<file path="config.mk">
export PLATFORM = sky130hd
export DESIGN_NAME = pwm_capture
export DESIGN_NICKNAME = d
export VERILOG_FILES = /design/src/rtl/pwm_capture.sv
export SDC_FILE = /design/constraint.sdc
export NUM_CORES = 1
export LEC_CHECK = 0
export BUFFER_PORTS_ARGS = -buffer_cell sky130_fd_sc_hd__buf_2
export CAP_MARGIN = 10
export CORE_UTILIZATION = 53
export DETAILED_ROUTE_END_ITERATION = 8
export HOLD_SLACK_MARGIN = 0.1
export PLACE_DENSITY = 0.76
export SETUP_SLACK_MARGIN = 0.05
export SLEW_MARGIN = 20
export SYNTH_ARGS = -nofsm -noshare
export SYNTH_HDL_FRONTEND = slang
export SYNTH_SLANG_ARGS = --single-unit
</file>
<file path="constraint.sdc">
create_clock -name clk -period 2.1 [get_ports clk]
set_input_delay 0.105 -clock clk [delete_from_list [all_inputs] [get_ports clk]]
set_output_delay 0.105 -clock clk [all_outputs]
set_load 0.005 [all_outputs]
</file>
<file path="src/rtl/pwm_capture.sv">
// PWM receiver: measures period and high time of an asynchronous PWM input in clk
// cycles, strobes one measurement per full period and flags a stuck-high/low input.
module pwm_capture #(
   parameter int N       = 32,
   parameter int TIMEOUT = 50_000_000
) (
   input  logic         clk,
   input  logic         rst_n,
   input  logic         pwm_in,
   output logic [N-1:0] period_out,
   output logic [N-1:0] high_out,
   output logic         meas_valid,
   output logic         stuck_high,
   output logic         stuck_low
);

   typedef enum logic [1:0] {
      IDLE = 2'd0,
      HIGH = 2'd1,
      LOW  = 2'd2
   } state_t;

   localparam logic [N-1:0] ZERO    = {N{1'b0}};
   localparam logic [N-1:0] ONE     = N'(1);
   localparam logic [N-1:0] TO_FULL = N'(TIMEOUT);
   localparam logic [N-1:0] TO_LAST = N'(TIMEOUT - 1);

   logic         sync1_r;
   logic         sync2_r;
   logic         prev_r;
   logic [N-1:0] cnt_r;
   logic [N-1:0] high_lat_r;
   state_t       state_r;

   logic         rise_s;
   logic         fall_s;
   logic         tmo_s;

   // Edge decode; a detected edge in the same cycle overrides the timeout.
   always_comb begin
      rise_s = sync2_r & ~prev_r;
      fall_s = ~sync2_r & prev_r;
      tmo_s  = (cnt_r == TO_LAST) & ~rise_s;
   end

   // Two-stage synchronizer plus one delay stage, so both edges see equal latency.
   always_ff @(posedge clk or negedge rst_n) begin
      if (!rst_n) begin
         sync1_r <= 1'b0;
         sync2_r <= 1'b0;
         prev_r  <= 1'b0;
      end else begin
         sync1_r <= pwm_in;
         sync2_r <= sync1_r;
         prev_r  <= sync2_r;
      end
   end

   // Cycle counter restarted by each rising edge, saturating at TIMEOUT.
   always_ff @(posedge clk or negedge rst_n) begin
      if (!rst_n) begin
         cnt_r <= ZERO;
      end else if (rise_s) begin
         cnt_r <= ONE;
      end else if (cnt_r != TO_FULL) begin
         cnt_r <= cnt_r + ONE;
      end else begin
         cnt_r <= cnt_r;
      end
   end

   // Measurement FSM with registered results and stuck flags.
   always_ff @(posedge clk or negedge rst_n) begin
      if (!rst_n) begin
         state_r    <= IDLE;
         high_lat_r <= ZERO;
         period_out <= ZERO;
         high_out   <= ZERO;
         meas_valid <= 1'b0;
         stuck_high <= 1'b0;
         stuck_low  <= 1'b0;
      end else begin
         meas_valid <= 1'b0;
         case (state_r)
            IDLE: begin
               if (rise_s) begin
                  stuck_high <= 1'b0;
                  stuck_low  <= 1'b0;
                  state_r    <= HIGH;
               end else if (tmo_s) begin
                  stuck_high <= sync2_r;
                  stuck_low  <= ~sync2_r;
               end else begin
                  state_r <= IDLE;
               end
            end
            HIGH: begin
               if (fall_s) begin
                  high_lat_r <= cnt_r;
                  state_r    <= LOW;
               end else if (tmo_s) begin
                  stuck_high <= 1'b1;
                  stuck_low  <= 1'b0;
                  period_out <= ZERO;
                  high_out   <= ZERO;
                  state_r    <= IDLE;
               end else begin
                  state_r <= HIGH;
               end
            end
            LOW: begin
               if (rise_s) begin
                  period_out <= cnt_r;
                  high_out   <= high_lat_r;
                  meas_valid <= 1'b1;
                  state_r    <= HIGH;
               end else if (tmo_s) begin
                  stuck_low  <= 1'b1;
                  stuck_high <= 1'b0;
                  period_out <= ZERO;
                  high_out   <= ZERO;
                  state_r    <= IDLE;
               end else begin
                  state_r <= LOW;
               end
            end
            default: begin
               state_r <= IDLE;
            end
         endcase
      end
   end

endmodule

</file>
==> qor.csv, run 1 <==
stage;metric;value;unit
worst_setup_path;cp_cell_sequence;nand4_1 -> or4_4 -> or4_4 -> a21oi_2;
synthesis;synthCells;607;
detailed_routing;wl;15600;um
final_layout;multi_input_area;2390;um2
die;dieArea;12100;um2
die;core_area;11400;um2
synthesis;synthesis.nets;616;
die;num_io_pins;70;
worst_setup_path;crit_path_max_incr_delay;0.65;ns
global_route;grt_pass1_vias;4982;
pwr;power.density;911;nW/um2
worst_setup_path;r2r_cells;4;
clock_tree;worstSkewPairLatency;0.42;ns
global_route;grt_overflow;0;
final_layout;finalInstanceArea;7590;um2
worst_setup_path;crit_family;simple AND/OR/NAND/NOR gates;
die;rows;39;
detailed_routing;drt_iter0_markers;367;
sta;finalMaxSlewViolations;0;
min_path;hp-class;input port to async pin;
worst_setup_path;cp_slowest_cell;or4_4;
die;start_util;54.2;%
synthesis;async_flop_share;100;%
sta;hold_violations;0;
pwr;ir_drop;0.540;mV
synthesis;synth_top_area_share;55.0;%
synthesis;synth.largest_area_cell;dfrtp_1;
clock_tree;cts_tree;built;
detailed_routing;drtPass1Iterations;6;
global_route;grt_pass1_wl;25000;um
sta;holdWs;0.223;ns
worst_setup_path;worstPathRequired;2.44;ns
placed_design;gp_congestion;0.858;
sta;worstMarginPinSlew;0.613;ns
final_layout;nNetsFinal;717;
synthesis;syn_avg_cell_area;10.2;um2
final_layout;diodes;0;
clock_tree;cts_made_buffers;17;
synthesis;synth_area;6190;um2
final_layout;drive_gt1_share;25.9;%
detailed_routing;ant_nets;0;
worst_setup_path;rr_startpoint;cnt_r[8]$_DFFE_PN0P_;
global_route;grt_max_degree;60;
worst_setup_path;reg2reg_to;cnt_r[31]$_DFFE_PN0P_;
clock_tree;clkSinkCount;136;
clock_tree;clk_path_buf_depth;2;
clock_tree;clockRootBuffer;clkbuf_16;
outcome;outcome;complete, no violations;
worst_setup_path;cp_data_arrival_time;2.37;ns
synthesis;synth.yosys.seq_area_share;55.0;%
synthesis;synth_flop_cell;dfrtp_1;
final_layout;area_growth;22.7;%
worst_setup_path;crit_cells;4;
detailed_routing;vias;5170;
sta;finClkSkew;0.0126;ns
sta;setup_viol;0;
final_layout;fillCellCount;873;
detailed_routing;wl_per_cell;18.1;um
sta;fmax;493;MHz
worst_setup_path;critical_path.most_common_cell;or4_4;
synthesis;synth_area_leaders;dfrtp_1, a22oi_1, o21ai_0;
final_layout;regArea;3410;um2
global_route;gr-usage-all-layers;27.5;%
detailed_routing;drcViolationCount;0;
worst_setup_path;crit_buf_inv;0;
worst_setup_path;cp-endpoint;cnt_r[31]$_DFFE_PN0P_;
clock_tree;clk_pin_slew;0.06;ns
sta;relSlewSlack;59.1;%
run;cap_violations;0;
sta;rsz0062_at_grt;true;
worst_setup_path;rrSetupSlack;0.07;ns
worst_setup_path;endpoint_kind;flip-flop;
detailed_routing;vias_per_cell;6.00;
placed_design;hpwlAfterDp;10300;um
clock_tree;htreeDepth;4;
sta;finalCriticalPeriod;2.03;ns
synthesis;synth_cell_types;44;
global_route;antenna_found_initial;0;
die;die_x;110;um
sta;post-route-period-util;96.7;%
worst_setup_path;cp_max_fo;13;
synthesis;synth-seq-cells;136;
sta;tns;0;ns
worst_setup_path;path_class;flip-flop to flip-flop;
synthesis;ys.warnings.count;0;
synthesis;synth_edf_count;0;
worst_setup_path;worstSetupStartpointType;flip-flop;
pwr;leakage;3.58;nW
placed_design;place.port_buffers;69;
worst_setup_path;critPathLaunch;cnt_r[8]$_DFFE_PN0P_;
placed_design;place_area;6990;um2
die;die_y;110;um
==> layout by cell type, fill, tap and decap left out, drive strengths merged, types with 7 or more instances in the layout <==
cell,netlist,routed
a21oi,17,17
a22oi,66,66
and3,9,9
buf,10,118
clkbuf,28,21
dfrtp,136,136
inv,75,75
mux2,25,25
nand2,28,28
nand3,11,11
nand4,9,9
nor2,16,16
nor3,7,7
o21ai,86,86
o31ai,7,7
or3,7,7
or4,9,9
xnor2,7,7
==> routing by layer <==
layer	vias up	wire, um	GRT usage [%]
met3	19	967	6.58
met5	-	0	0
li1	2372	-	-
met2	196	7520	44.0
met1	2583	6910	36.9
met4	0	167	9.12
==> registers in the layout, summed over array words and instances, names as in the netlist <==
name and cells:
cnt_r 32, high_lat_r 32, high_out 32, period_out 32
state_r 2, meas_valid 1, prev_r 1, stuck_high 1
stuck_low 1, sync1_r 1, sync2_r 1
==> worst register-to-register path, stage by stage (launching register included) <==
cell     delay, ns
dfrtp_2       0.44
nand4_1       0.19
or4_4         0.65
or4_4         0.52
a21oi_2       0.15
==> final cells by class <==
cell class                 count  area share [%]
clock buffer                  21            6.06
multi-input combinational    358            31.4
tap                          143            2.36
timing repair buffer         120            10.6
sequential                   136            44.8
clock inverter                 9            1.02
inverter                      75            3.71
==> logic make-up after synthesis <==
group / Yosys count / synth area share (%)
buffers and inverters: 113 / 7.09
multiplexers: 26 / 4.71
AND/OR/NAND/NOR: 119 / 10.8
adder cells (fa/ha/maj): 6 / 1.21
AO/OA/AOI/OAI: 198 / 20.0
flip-flops: 136 / 55.0
XOR/XNOR: 9 / 1.27
==> metrics by stage <==
step / cells / worst slack (ns) / util, % / power, mW
floorplan: 607 / 0.134 / - / 3.75
global placement: 828 / 0.0904 / 61.2 / 4.13
detailed placement: 828 / 0.0244 / 61.2 / 4.19
CTS: 860 / 0.0452 / 66.1 / 6.94
global route: 862 / 0.0164 / 66.5 / 7.22
finish: 862 / 0.0698 / 66.5 / 6.92
==> cells in the mapped netlist (all sizes together), types with 3 or more instances <==
library cell and number:
o31ai 7, o211ai 6, a31oi 6, ha 6, nand2b 3, dfrtp 136, buf 10, nand3 11
nor4 4, or4 9, and4 5, nor3 7, o21ai 86, mux2 25, nand2 28, a21oi 17
a22oi 66, clkbuf 28, nor2 16, inv 75, or3 7, a41o 5, and2 4, and3 9
nand4 9, xnor2 7
==> where the power goes <==
part	leakage (nW)	switching [mW]	internal (mW)	total [mW]
sequential	1.81	0.110	2.75	2.86
clock	0.260	1.05	1.66	2.72
combinational	1.51	0.856	0.486	1.34
total	3.58	2.02	4.90	6.92
==> worst min path at each step <==
| stage | startpoint | to | slack (ns) | cells past startpoint |
|---|---|---|---|---|
| finish | rst_n | high_out[5]$_DFFE_PN0P_ | 0.22 | 2 |
| global placement | rst_n | high_out[5]$_DFFE_PN0P_ | 0.11 | 1 |
| global route | rst_n | high_out[5]$_DFFE_PN0P_ | 0.29 | 2 |
| CTS | rst_n | high_out[1]$_DFFE_PN0P_ | 0.25 | 2 |
| floorplan | rst_n | cnt_r[0]$_DFFE_PN0P_ | -0.19 | 0 |
| detailed placement | rst_n | high_out[1]$_DFFE_PN0P_ | 0.12 | 1 |
==> timing repair <==
| action | 4_1_cts | 5_1_grt |
|---|---|---|
| endpoints found under the setup margin | 6 | 21 |
| gates resized for setup | 1 | 9 |
| cloned | 0 | 0 |
| setup buffers | 0 | 2 |
| pin swaps | 0 | 3 |
| endpoints found under the hold margin | 59 | 0 |
| hold buffers | 2 | 0 |
(Power assumes the default switching activity.)
==> inputs of run 2 (changes only) <==
--- a/config.mk
+++ b/config.mk
@@ -5,8 +5,10 @@
 export SDC_FILE = /design/constraint.sdc
 export NUM_CORES = 1
 export LEC_CHECK = 0
+export ABC_AREA = 1
 export BUFFER_PORTS_ARGS = -buffer_cell sky130_fd_sc_hd__buf_2
 export CAP_MARGIN = 10
+export CORE_MARGIN = 4
 export CORE_UTILIZATION = 53
 export DETAILED_ROUTE_END_ITERATION = 8
 export HOLD_SLACK_MARGIN = 0.1
==> run 2 against run 1 <==
  * Sequential cell count did not move
  * Largest cell class unchanged
  * Setup slack gained 0.079 ns
  * Highest routed layer unchanged
  * Critical path depth up 6
==> qor.csv, run 2 <==
stage;metric;value;unit
synthesis;synth_top_area_share;54.9;%
min_path;hp-class;input port to async pin;
synthesis;yosys-top-cells-count;nand2_1, dfrtp_1, inv_1, o21ai_2, nor2_1;
die;start_util;54.3;%
worst_setup_path;worstPathRequired;2.39;ns
detailed_routing;vias_per_cell;5.10;
worst_setup_path;cp_slowest_cell;dfrtp_2;
pwr;power.density;900;nW/um2
clock_tree;clockRootBuffer;clkbuf_16;
run;cap_violations;0;
worst_setup_path;crit_path_max_incr_delay;0.40;ns
synthesis;synthCells;697;
sta;hold_violations;0;
outcome;outcome;complete, no violations;
final_layout;diodes;0;
detailed_routing;drt_iter0_markers;290;
synthesis;post-synth-top-count-cell;nand2_1;
sta;tns;0;ns
sta;finalMaxSlewViolations;0;
synthesis;synth.largest_area_cell;dfrtp_1;
detailed_routing;drcViolationCount;0;
detailed_routing;wl;14200;um
placed_design;place.port_buffers;69;
worst_setup_path;r2r_cells;10;
worst_setup_path;cp_max_fo;16;
pwr;leakage;3.62;nW
die;num_io_pins;70;
sta;holdWs;0.261;ns
clock_tree;cts_tree;built;
global_route;antenna_found_initial;0;
clock_tree;clkSinkCount;136;
sta;worstMarginPinSlew;0.663;ns
pwr;ir_drop;0.606;mV
placed_design;preCtsSetupSlack;0.0593;ns
global_route;grt_max_degree;63;
synthesis;synth-seq-cells;136;
global_route;grt_overflow;0;
die;rows;39;
detailed_routing;wl_per_cell;15.0;um
final_layout;area_growth;21.3;%
synthesis;synthesis.nets;706;
worst_setup_path;crit_cells;10;
sta;fmax;512;MHz
final_layout;layoutNonFillerInstCount;944;
clock_tree;cts_made_buffers;17;
synthesis;synth_area;6200;um2
synthesis;async_flop_share;100;%
sta;setup_viol;0;
global_route;gr-usage-all-layers;21.8;%
worst_setup_path;crit_buf_inv;3;
detailed_routing;drtPass1Iterations;4;
worst_setup_path;endpoint_kind;flip-flop;
synthesis;synth_cell_types;26;
final_layout;layout_commonest_cell;nand2_1;
clock_tree;worstSkewPairLatency;0.41;ns
sta;finClkSkew;0.0100;ns
die;core_area;11400;um2
synthesis;synth_area_leaders;dfrtp_1, nand2_1, o21ai_2;
die;die_y;116;um
detailed_routing;vias;4812;
die;die_x;116;um
placed_design;dp_cells;904;
synthesis;syn_avg_cell_area;8.90;um2
final_layout;nNetsFinal;797;
sta;finalCriticalPeriod;1.95;ns
worst_setup_path;cp_cell_sequence;ha_1 -> nand3_1 -> inv_1 -> nand2_1 -> nor2_2 -> nand3_2 -> a21oi_4 -> buf_12 -> buf_12 -> o21ai_0;
final_layout;final_cell_mix;nand2_1, dfrtp_1, inv_1;
clock_tree;htreeDepth;4;
worst_setup_path;worstSetupStartpointType;flip-flop;
sta;relSlewSlack;55.8;%
clock_tree;clk_path_buf_depth;2;
placed_design;hpwlAfterDp;9350;um
clock_tree;clk_pin_slew;0.06;ns
synthesis;synth_flop_cell;dfrtp_1;
synthesis;synth_edf_count;0;
sta;post-route-period-util;92.9;%
sta;finalWorstSetupSlack;0.148;ns
detailed_routing;ant_nets;0;
worst_setup_path;crit_family;simple AND/OR/NAND/NOR gates;
global_route;grt_pass1_wl;23400;um
final_layout;drive_gt1_share;24.7;%
placed_design;gp_congestion;0.894;
die;dieArea;13500;um2
worst_setup_path;critical_path.most_common_cell;buf_12;
synthesis;synth.yosys.seq_area_share;54.9;%
placed_design;place_area;6790;um2
final_layout;finalInstanceArea;7520;um2
worst_setup_path;cp_data_arrival_time;2.25;ns
synthesis;ys.warnings.count;0;
worst_setup_path;path_class;flip-flop to flip-flop;
global_route;grt_pass1_vias;4902;
[run 2: changes by cell type after synthesis, moves of 21 or more]
| cell | change |
|---|---|
| o21ai_0 | -37 |
| o21ai_2 | +60 |
| nand2_1 | +151 |
| mux2_2 | -21 |
| a22oi_1 | -66 |
| inv_1 | +38 |
| nor2_1 | +38 |
[run 2: worst paths after layout]
kind                                 startpoint                        to  slack [ns]
max reg2reg                cnt_r[0]$_DFFE_PN0P_  high_out[26]$_DFFE_PN0P_        0.15
max                        cnt_r[0]$_DFFE_PN0P_  high_out[26]$_DFFE_PN0P_        0.15
min                                       rst_n  high_out[15]$_DFFE_PN0P_        0.26
min in group clk                         pwm_in         sync1_r$_DFF_PN0_        0.33
min reg2reg                   sync1_r$_DFF_PN0_         sync2_r$_DFF_PN0_        0.35
max in group asynchronous                 rst_n      cnt_r[0]$_DFFE_PN0P_        1.08
[run 2: cells by family after synthesis]
logic type                 Yosys count  synth area share [%]
DFF                                136                  54.9
muxes                                4                 0.726
buffers and inverters              135                  9.04
and+or+nand+nor                    278                  18.4
xor gates and xnor gates            11                  1.55
adders and majority gates            6                  1.21
AOI/OAI and AO/OA                  127                  14.2
[run 2: through the flow]
stage | total power, mW | util, %
after global placement | 3.69 | 59.5
after global routing | 7.05 | 65.9
final | 6.77 | 65.9
after floorplan | 3.42 | -
after CTS | 6.79 | 65.0
after detailed placement | 3.72 | 59.5
[run 2: per-layer routing]
metal  global-route usage, %  routed length [um]  part of all wire, %  vias to the layer above
met5                       0                   0                    0                        -
met4                    7.58                 241                  1.7                        0
met3                    3.52                 570                  4.0                       23
met2                    35.6                6990                   49                      110
met1                    30.0                6370                   45                     2328
li1                        -                   -                    -                     2351
[run 2: cell type report]
| type | count | area [um2] |
|---|---|---|
| Clock buffer | 19 | 443 |
| Clock inverter | 13 | 169 |
| Fill cell | 941 | 3900 |
| Inverter | 113 | 424 |
| Multi-Input combinational cell | 426 | 2250 |
| Sequential cell | 136 | 3400 |
| Tap cell | 143 | 179 |
| Timing Repair Buffer | 94 | 651 |
[run 2: repair_timing]
item,in CTS,in global routing
hold buffers,2,0
buffers inserted,0,4
hold endpoints to repair,47,0
endpoints found under the setup margin,0,66
resized for setup,0,4
[run 2: worst register-to-register path, stage by stage, from the launching register on]
cell	delay, ns
dfrtp_2	0.40
ha_1	0.19
nand3_1	0.15
inv_1	0.11
nand2_1	0.08
nor2_2	0.15
nand3_2	0.13
a21oi_4	0.19
buf_12	0.15
buf_12	0.16
o21ai_0	0.11
[run 2: power by group]
group | internal (mW) | total, mW | switching (mW)
clock network | 1.91 | 3.07 | 1.16
logic | 0.289 | 0.791 | 0.502
registers | 2.79 | 2.91 | 0.123
